### config.mk
export PLATFORM = sky130hd
export DESIGN_NAME = clock_set_ctrl
export DESIGN_NICKNAME = d
export VERILOG_FILES = /design/src/rtl/clock_set_ctrl.sv
export SDC_FILE = /design/constraint.sdc
export NUM_CORES = 1
export LEC_CHECK = 0
export CORE_UTILIZATION = 55
export DETAILED_ROUTE_END_ITERATION = 7
export PLACE_DENSITY = 0.78
export SYNTH_ARGS = -nofsm -noshare
export SYNTH_HDL_FRONTEND = slang
export SYNTH_SLANG_ARGS = --single-unit
export TNS_END_PERCENT = 50
### constraint.sdc
create_clock -name clk -period 4 [get_ports clk]
set_input_delay 0.4 -clock clk [delete_from_list [all_inputs] [get_ports clk]]
set_output_delay 0.4 -clock clk [all_outputs]
set_load 0.02 [all_outputs]
### src/rtl/clock_set_ctrl.sv
// Button sequencer for the alarm clock: set-mode FSM, advance pulses with auto-repeat/timeout, alarm ring FSM.
// Optional snooze support is enabled by defining CLOCK_SET_SNOOZE_EN.
module clock_set_ctrl #(
  parameter int HOLD_CYC    = 2,
  parameter int REPEAT_CYC  = 1,
  parameter int TIMEOUT_CYC = 30,
  parameter int RING_CYC    = 60
`ifdef CLOCK_SET_SNOOZE_EN
  ,
  parameter int SNOOZE_CYC  = 300,
  parameter int MAX_SNOOZE  = 3
`endif
) (
  input  logic       clk,
  input  logic       rst,
  input  logic       mode_btn,
  input  logic       adv_btn,
  input  logic       snooze_btn,
  input  logic       alarm_on,
  input  logic       alarm_match,
  output logic       timeset,
  output logic       alarmset,
  output logic       min_adv,
  output logic       hrs_adv,
  output logic       day_adv,
  output logic       buzz,
  output logic [2:0] mode
);

  typedef enum logic [2:0] {
    RUN      = 3'd0,
    SET_TMIN = 3'd1,
    SET_THRS = 3'd2,
    SET_DAY  = 3'd3,
    SET_AMIN = 3'd4,
    SET_AHRS = 3'd5
  } set_state_t;

  typedef enum logic [1:0] {
    IDLE   = 2'd0,
    RING   = 2'd1
`ifdef CLOCK_SET_SNOOZE_EN
    ,
    SNOOZE = 2'd2
`endif
  } ring_state_t;

  localparam int HW = $clog2(HOLD_CYC + 1);
  localparam int RW = $clog2(REPEAT_CYC + 1);
  localparam int IW = $clog2(TIMEOUT_CYC + 1);
`ifdef CLOCK_SET_SNOOZE_EN
  localparam int TMAX = (RING_CYC > SNOOZE_CYC) ? RING_CYC : SNOOZE_CYC;
  localparam int SW   = $clog2(MAX_SNOOZE + 1);
`else
  localparam int TMAX = RING_CYC;
`endif
  localparam int TW = $clog2(TMAX + 1);

  localparam logic [HW-1:0] HOLD_V    = HW'(HOLD_CYC);
  localparam logic [RW-1:0] REPEAT_V  = RW'(REPEAT_CYC);
  localparam logic [IW-1:0] IDLE_LAST = IW'(TIMEOUT_CYC - 1);
  localparam logic [TW-1:0] RING_LAST = TW'(RING_CYC - 1);
  localparam logic [TW-1:0] TSAT      = TW'(TMAX);
`ifdef CLOCK_SET_SNOOZE_EN
  localparam logic [TW-1:0] SNZ_LAST  = TW'(SNOOZE_CYC - 1);
  localparam logic [SW-1:0] MAX_SNZ_V = SW'(MAX_SNOOZE);
`endif

  logic mode_s, mode_p, adv_s, adv_p, snz_s, snz_p, am_p;
  logic mode_ev, adv_ev, snz_ev, am_edge, activity, in_set;

  set_state_t       set_q, set_d;
  logic [HW-1:0]    hold_cnt;
  logic [RW-1:0]    rpt_cnt;
  logic             rpt_on;
  logic [IW-1:0]    idle_cnt;
  logic             adv_go, fire;

  ring_state_t      ring_q, ring_d;
  logic [TW-1:0]    tmr;
  logic             tmr_load;
`ifdef CLOCK_SET_SNOOZE_EN
  logic [SW-1:0]    snz_cnt;
  logic             snz_clr, snz_inc;
`endif

  assign mode_ev  = mode_s & ~mode_p;
  assign adv_ev   = adv_s & ~adv_p;
  assign snz_ev   = snz_s & ~snz_p;
  assign am_edge  = alarm_match & ~am_p;
  assign activity = mode_ev | adv_ev | adv_s;
  assign in_set   = (set_q != RUN);
  assign mode     = set_q;

  always_ff @(posedge clk or posedge rst) begin
    if (rst) begin
      mode_s <= 1'b0;
      mode_p <= 1'b0;
      adv_s  <= 1'b0;
      adv_p  <= 1'b0;
      snz_s  <= 1'b0;
      snz_p  <= 1'b0;
      am_p   <= 1'b0;
    end else begin
      mode_s <= mode_btn;
      mode_p <= mode_s;
      adv_s  <= adv_btn;
      adv_p  <= adv_s;
      snz_s  <= snooze_btn;
      snz_p  <= snz_s;
      am_p   <= alarm_match;
    end
  end

  always_comb begin
    set_d  = set_q;
    adv_go = 1'b0;
    if (mode_ev) begin
      case (set_q)
        RUN:      set_d = SET_TMIN;
        SET_TMIN: set_d = SET_THRS;
        SET_THRS: set_d = SET_DAY;
        SET_DAY:  set_d = SET_AMIN;
        SET_AMIN: set_d = SET_AHRS;
        default:  set_d = RUN;
      endcase
    end else if (in_set && !activity && idle_cnt == IDLE_LAST) begin
      set_d = RUN;
    end
    // hold_cnt is non-zero only while armed by an accepted adv event
    if (adv_ev) begin
      adv_go = 1'b1;
    end else if (adv_s && hold_cnt != '0) begin
      if (!rpt_on && hold_cnt == HOLD_V) adv_go = 1'b1;
      else if (rpt_on && rpt_cnt >= REPEAT_V) adv_go = 1'b1;
    end
  end

  assign fire = adv_go & in_set & ~mode_ev;

  always_ff @(posedge clk or posedge rst) begin
    if (rst) begin
      set_q    <= RUN;
      timeset  <= 1'b0;
      alarmset <= 1'b0;
      min_adv  <= 1'b0;
      hrs_adv  <= 1'b0;
      day_adv  <= 1'b0;
      idle_cnt <= '0;
      hold_cnt <= '0;
      rpt_cnt  <= '0;
      rpt_on   <= 1'b0;
    end else begin
      set_q    <= set_d;
      timeset  <= (set_d == SET_TMIN) || (set_d == SET_THRS) || (set_d == SET_DAY);
      alarmset <= (set_d == SET_AMIN) || (set_d == SET_AHRS);
      min_adv  <= fire && (set_q == SET_TMIN || set_q == SET_AMIN);
      hrs_adv  <= fire && (set_q == SET_THRS || set_q == SET_AHRS);
      day_adv  <= fire && (set_q == SET_DAY);

      if (!in_set || activity) idle_cnt <= '0;
      else if (idle_cnt != IDLE_LAST) idle_cnt <= idle_cnt + IW'(1);

      if (!adv_s || mode_ev) begin
        hold_cnt <= '0;
        rpt_cnt  <= '0;
        rpt_on   <= 1'b0;
      end else if (adv_ev) begin
        hold_cnt <= in_set ? HW'(1) : '0;
        rpt_cnt  <= '0;
        rpt_on   <= 1'b0;
      end else if (hold_cnt != '0) begin
        if (hold_cnt != HOLD_V) hold_cnt <= hold_cnt + HW'(1);
        if (!rpt_on && hold_cnt == HOLD_V) begin
          rpt_on  <= 1'b1;
          rpt_cnt <= RW'(1);
        end else if (rpt_on) begin
          rpt_cnt <= (rpt_cnt >= REPEAT_V) ? RW'(1) : rpt_cnt + RW'(1);
        end
      end
    end
  end

  always_comb begin
    ring_d   = ring_q;
    tmr_load = 1'b0;
`ifdef CLOCK_SET_SNOOZE_EN
    snz_clr  = 1'b0;
    snz_inc  = 1'b0;
`endif
    if (!alarm_on) begin
      ring_d = IDLE;
    end else begin
      case (ring_q)
        IDLE: begin
          if (am_edge && set_q == RUN) begin
            ring_d   = RING;
            tmr_load = 1'b1;
`ifdef CLOCK_SET_SNOOZE_EN
            snz_clr  = 1'b1;
`endif
          end
        end
        RING: begin
          if (snz_ev) begin
`ifdef CLOCK_SET_SNOOZE_EN
            if (snz_cnt < MAX_SNZ_V) begin
              ring_d   = SNOOZE;
              tmr_load = 1'b1;
              snz_inc  = 1'b1;
            end else begin
              ring_d = IDLE;
            end
`else
            ring_d = IDLE;
`endif
          end else if (tmr == RING_LAST) begin
            ring_d = IDLE;
          end
        end
`ifdef CLOCK_SET_SNOOZE_EN
        SNOOZE: begin
          if (tmr == SNZ_LAST) begin
            ring_d   = RING;
            tmr_load = 1'b1;
          end
        end
`endif
        default: ring_d = IDLE;
      endcase
    end
  end

  always_ff @(posedge clk or posedge rst) begin
    if (rst) begin
      ring_q <= IDLE;
      buzz   <= 1'b0;
      tmr    <= '0;
    end else begin
      ring_q <= ring_d;
      buzz   <= (ring_d == RING);
      if (tmr_load || ring_q == IDLE) tmr <= '0;
      else if (tmr != TSAT) tmr <= tmr + TW'(1);
    end
  end

`ifdef CLOCK_SET_SNOOZE_EN
  always_ff @(posedge clk or posedge rst) begin
    if (rst) snz_cnt <= '0;
    else if (snz_clr) snz_cnt <= '0;
    else if (snz_inc) snz_cnt <= snz_cnt + SW'(1);
  end
`endif

endmodule

# Yosys cells after proc, flatten, opt, wreduce, memory -nomap -nowiden
# Cells that the tools add are included.
# W data, S select, Z words.
classes:
  eq_ne: 18
  bitwise_logic: 13
  n_reduce_logical: 34
  magnitude_cmp: 1
  mux: 34
  add_sub_neg: 4
op_table:
  columns: ["cell", "count"]
  rows:
  - ["$mux W1", 18]
  - ["$mux W2", 8]
  - ["$pmux W3 S5", 1]
  - ["$eq A3 B2 Y1 const B", 4]
  - ["$eq A3 B3 Y1 const B", 4]
  - ["$mux W6", 2]
  - ["$reduce_bool A3 Y1", 4]
  - ["$mux W5", 2]
  - ["$logic_and A1 B1 Y1", 9]
  - ["$logic_or A1 B1 Y1", 8]
  - ["$add A6 B1 Y6 const B", 1]
  - ["$and A1 B1 Y1", 6]
  - ["$eq A3 B1 Y1 const B", 2]
  - ["$eq A6 B6 Y1 const B", 1]
  - ["$mux W3", 2]
  - ["$ne A6 B6 Y1 const B", 1]
  - ["$reduce_and A2 Y1", 3]
  - ["$reduce_bool A2 Y1", 3]
  - ["$add A5 B1 Y5 const B", 1]
  - ["$eq A5 B5 Y1 const B", 1]
  - ["$ne A5 B5 Y1 const B", 1]
  - ["$not A1 Y1", 5]
  - ["$eq A2 B1 Y1 const B", 2]
  - ["$logic_not A1 Y1", 4]
  - ["10 further kinds", 11]
word_totals:
  out_inout_bits: 9
  reg_bits: 33
  in_bits: 7

# Depth between registers and ports, before layout
depth:
  depth_word: 12
  ltp_mapped: 5
  depth_no_buf: 5

# Worst setup path after synthesis
# OpenSTA, ideal clock, no wires.
synth_path:
  path_type: "flip-flop to flip-flop"
  from: "register idle_cnt[1]"
  to: "register set_q[2] (netlist: mode[2])"
  path_stages_with_launch: 6
  required_ns: 3.876
  path_slack_ns: 2.598
  period_less_slack_ns: 1.402
  path_buffers: 0
  arrival_time_ns: 1.278
  path_cell_list: "dfrtp_1 -> inv_1 -> ha_1 -> nand4_4 -> o21a_1 -> a211o_1"
synth_between:
  elab_chain_cells: 4
synth_lines:
  columns: ["item", "line", "rtl"]
  rows:
  - ["start, declared", "76", "logic [IW-1:0] idle_cnt;"]
  - ["start signal, assigned", "162", "else if (idle_cnt != IDLE_LAST) idle_cnt <= idle_cnt + IW'(1);"]
  - ["$eq A5 B5 Y1", "127", "end else if (in_set && !activity && idle_cnt == IDLE_LAST) begin"]
  - ["$logic_and A1 B1 Y1", "127", null]
  - ["$mux W3", "127", null]
  - ["$mux W3", "118", "if (mode_ev) begin"]
  - ["net set_d[2]", "72", "set_state_t set_q, set_d;"]
  - ["end signal, assigned", "154", "set_q <= set_d;"]
  - ["end, declared", "72", null]
# The timed path passes the listed nets, and every way through them passes these cells.
# A chain may end at the register's enable or synchronous reset.

# Worst setup path after layout
layout_path:
  from: "register set_q[2] (netlist: mode[2])"
  to: "output mode[2]"
layout_lines:
  columns: ["item", "line", "rtl"]
  rows:
  - ["end, declared", "27", "output logic [2:0] mode"]
# No word-level cell between the ends.

==> impl_results.md <==
- Status: finished, final reports clean
- Global-route wire length before repair: 4280 um
- Vertical die dimension: 54.4 um
- Max capacitance violation total: 0
- Cell accounting for the most synthesized area: sky130_fd_sc_hd__dfrtp_1
- Sequential area share after synthesis: 0.546
- All-layer global routing usage: 0.213
- Synthesized instance count: 138
- Wire length per cell: 14.2 um
- RSZ-0062 raised after global routing: false
- Portion of synthesized cell area occupied by the leading cell type: 0.546
- Highest attainable clock frequency: 0.505 GHz
- Static leakage: 0.000787 uW
- Placed Instances: 181
- Post-synth EDFFs: 0
- Period utilization: 0.495
- Worst-skew pair later-pin latency: 330 ps
- Most common cell in the netlist: sky130_fd_sc_hd__dfrtp_1
- Critical path cell sequence: clkdlybuf4s50_1
- DR vias/cell: 6.01
- Synth top cells by count: sky130_fd_sc_hd__dfrtp_1 (33), sky130_fd_sc_hd__inv_1 (11), sky130_fd_sc_hd__o21ai_0 (8)
- Count of endpoints failing hold in the final timing report: 0
- Post-Route Utilization: 0.680
- Horiz. Die Dim: 54.4 um
- Maximum level of the CTS H-tree: 2
- Arr. time, crit path: 1580 ps
- Count of nets after finishing: 171
- Library cells used by synthesis: 42
- Sum Neg Setup Slack: 0 ps
- Clock transition at path regs: 90 ps
- Delay of the slowest cell on the worst path: 680 ps
- Critical path type: reg -> out
- Via count of the first global-routing pass: 993
- Final antenna-violating net count: 0
- Mapped Area: 1510 um^2
- Number of detailed-routing iterations run before antenna repair: 4
- Initial antenna violation count: 0
- Type of the most critical hold path: reg -> reg
- Antenna diode count: 0
- Leading post-synthesis cells by cell area: sky130_fd_sc_hd__dfrtp_1 (55%), sky130_fd_sc_hd__ha_1 (5.0%), sky130_fd_sc_hd__inv_1 (2.7%)
- DRC violations left: 0
- Post-Route Hold Slack: 374 ps
- Pwr per Cell Area: 474 nW/um^2
- Initial drt markers: 22
- Startpoint type of the worst setup path: register
- Flip-flop cell with the highest count after synthesis: sky130_fd_sc_hd__dfrtp_1
- Total number of vias: 1123
- Category of cells accounting for the largest share of critical-path delay: buffers and inverters
- Post-DP HPWL: 1930 um
- PnR Total Power: 821 uW
- Initial core utilization: 0.594
- Post-layout minimum cycle time: 1980 ps
- Sort of element at the end of the critical path: output pin
- TritonCTS clock tree: done
- Final WL: 2650 um
- Area added between synthesis and finish: 14.4%
- Total buffers and inverters traversed by the critical path: 1
- Post-synth net total: 151
- Maximum number of pins on one net before global-route repair: 30
- Fraction of synthesis flops using an asynchronous set or reset pin: 1.00
- Total clock buffers created by CTS: 5
- Total setup violations reported at the end of the flow: 0
- Area enclosed by the die boundary: 2960 um^2
- Post-CTS Setup Inserts: 0
- Flops & latches, synth: 33
- Worst-case clock skew: 10.3 ps
- Clock root buffer master: sky130_fd_sc_hd__clkbuf_4
- Worst slew margin relative to its limit: 0.308
- Sum of overflow across all layers after global routing: 0
- Number of slew-limit violations in the final report: 0
- Required arrival time at the worst endpoint: 3600 ps
- Total of buffers placed on input and output ports: 15
- Slowest stage cell, crit path: sky130_fd_sc_hd__clkdlybuf4s50_1
- Area of the core region: 2540 um^2
- Post-CTS Hold Fix Bufs: 0
- Highest ir drop seen on vdd: 367 uV
- Share of cells above drive strength 1: 0.0764
- Average cell area after synthesis: 11.0 um^2
- Layout Cells excl Fill: 187
- Filler Cells Inserted: 205
- Max FO, Critical Path: 11
- Yosys synthesis warning count: 0
- Final Wtd Congestion: 0.800
- Actual transition at the worst max-transition pin: 1040 ps
- Number of placed I/O pins: 16
- Core Rows: 18
- Clock Sink Count: 33
- Number of resized instances in the post-cts repair step: 0
- Clock Tree Buf Depth: 2
-- per-stage QoR --
step	setup slack, ps	instance area [um^2]
finish	2020	1730
CTS	2010	1730
floorplan	2600	1510
global placement	2310	1690
detailed placement	2270	1690
global route	1960	1730
-- worst paths after layout --
check | slack (ps) | to | depth (start not counted) | start
max in group asynchronous | 2720 | min_adv$_DFF_PP0_ | 3 | rst
max | 2020 | mode[2] | 1 | mode[2]$_DFF_PP0_
min reg2reg | 370 | snz_p$_DFF_PP0_ | 0 | snz_s$_DFF_PP0_
min in group asynchronous | 620 | adv_p$_DFF_PP0_ | 2 | rst
max reg2reg | 2490 | min_adv$_DFF_PP0_ | 5 | hold_cnt[0]$_DFFE_PP0P_
min | 370 | snz_p$_DFF_PP0_ | 0 | snz_s$_DFF_PP0_
-- placed cells by master, fill, tap and decap left out, types with 5 or more instances in the layout --
cell type and count:
sky130_fd_sc_hd__dfrtp_1 33, sky130_fd_sc_hd__clkdlybuf4s50_1 15, sky130_fd_sc_hd__inv_1 11, sky130_fd_sc_hd__o21ai_0 8
sky130_fd_sc_hd__nand2_1 7, sky130_fd_sc_hd__nor2_1 6, sky130_fd_sc_hd__a31oi_1 6, sky130_fd_sc_hd__nand3_1 6
sky130_fd_sc_hd__a21oi_1 6, sky130_fd_sc_hd__ha_1 6, sky130_fd_sc_hd__nor3_1 5, sky130_fd_sc_hd__clkbuf_4 5
-- cell type report --
cell class                      count  area (um^2)  area share
Sequential cell                    33          826       0.477
Clock buffer                        5         37.5      0.0217
Inverter                           11         41.3      0.0239
Timing Repair Buffer               16          158      0.0911
Clock inverter                      1         5.00     0.00289
Tap cell                           30         37.5      0.0217
Multi-Input combinational cell     91          626       0.362
-- power by group --
| part | switching [uW] | internal, uW |
|---|---|---|
| Clock | 97.4 | 60.8 |
| Sequential | 62.1 | 373 |
| Combinational | 117 | 111 |
| Total | 276 | 545 |
-- logic make-up after synthesis --
logic type               after synthesis  share of synthesized area
AND/OR/NAND/NOR                       43                      0.172
adder cells (fa/ha/maj)                6                     0.0496
buffers and inverters                 14                     0.0405
AO/OA/AOI/OAI                         35                      0.152
multiplexers                           2                     0.0141
XOR/XNOR                               4                     0.0232
flip-flops                            33                      0.546
other                                  1                    0.00248
-- worst register-to-register path: stages (launching register included) --
cell                        delay, ps
sky130_fd_sc_hd__dfrtp_1          380
sky130_fd_sc_hd__inv_1             70
sky130_fd_sc_hd__ha_1             240
sky130_fd_sc_hd__mux2_2           280
sky130_fd_sc_hd__o2111ai_1        290
sky130_fd_sc_hd__nor3_1           110
-- sequential cells by signal (all words and copies together), names as in the netlist --
signal	flops
adv_p	1
adv_s	1
alarmset	1
am_p	1
buzz	1
day_adv	1
hold_cnt	2
hrs_adv	1
idle_cnt	5
min_adv	1
mode	3
mode_p	1
mode_s	1
ring_q	2
rpt_cnt	1
rpt_on	1
snz_p	1
snz_s	1
timeset	1
tmr	6
-- per-layer routing --
metal | share of wire | GRT usage
met1 | 0.46 | 0.259
met2 | 0.48 | 0.325
met3 | 0.046 | 0.0889
met4 | 0.017 | 0.0983
met5 | 0 | 0
(Power assumes the default switching activity.)
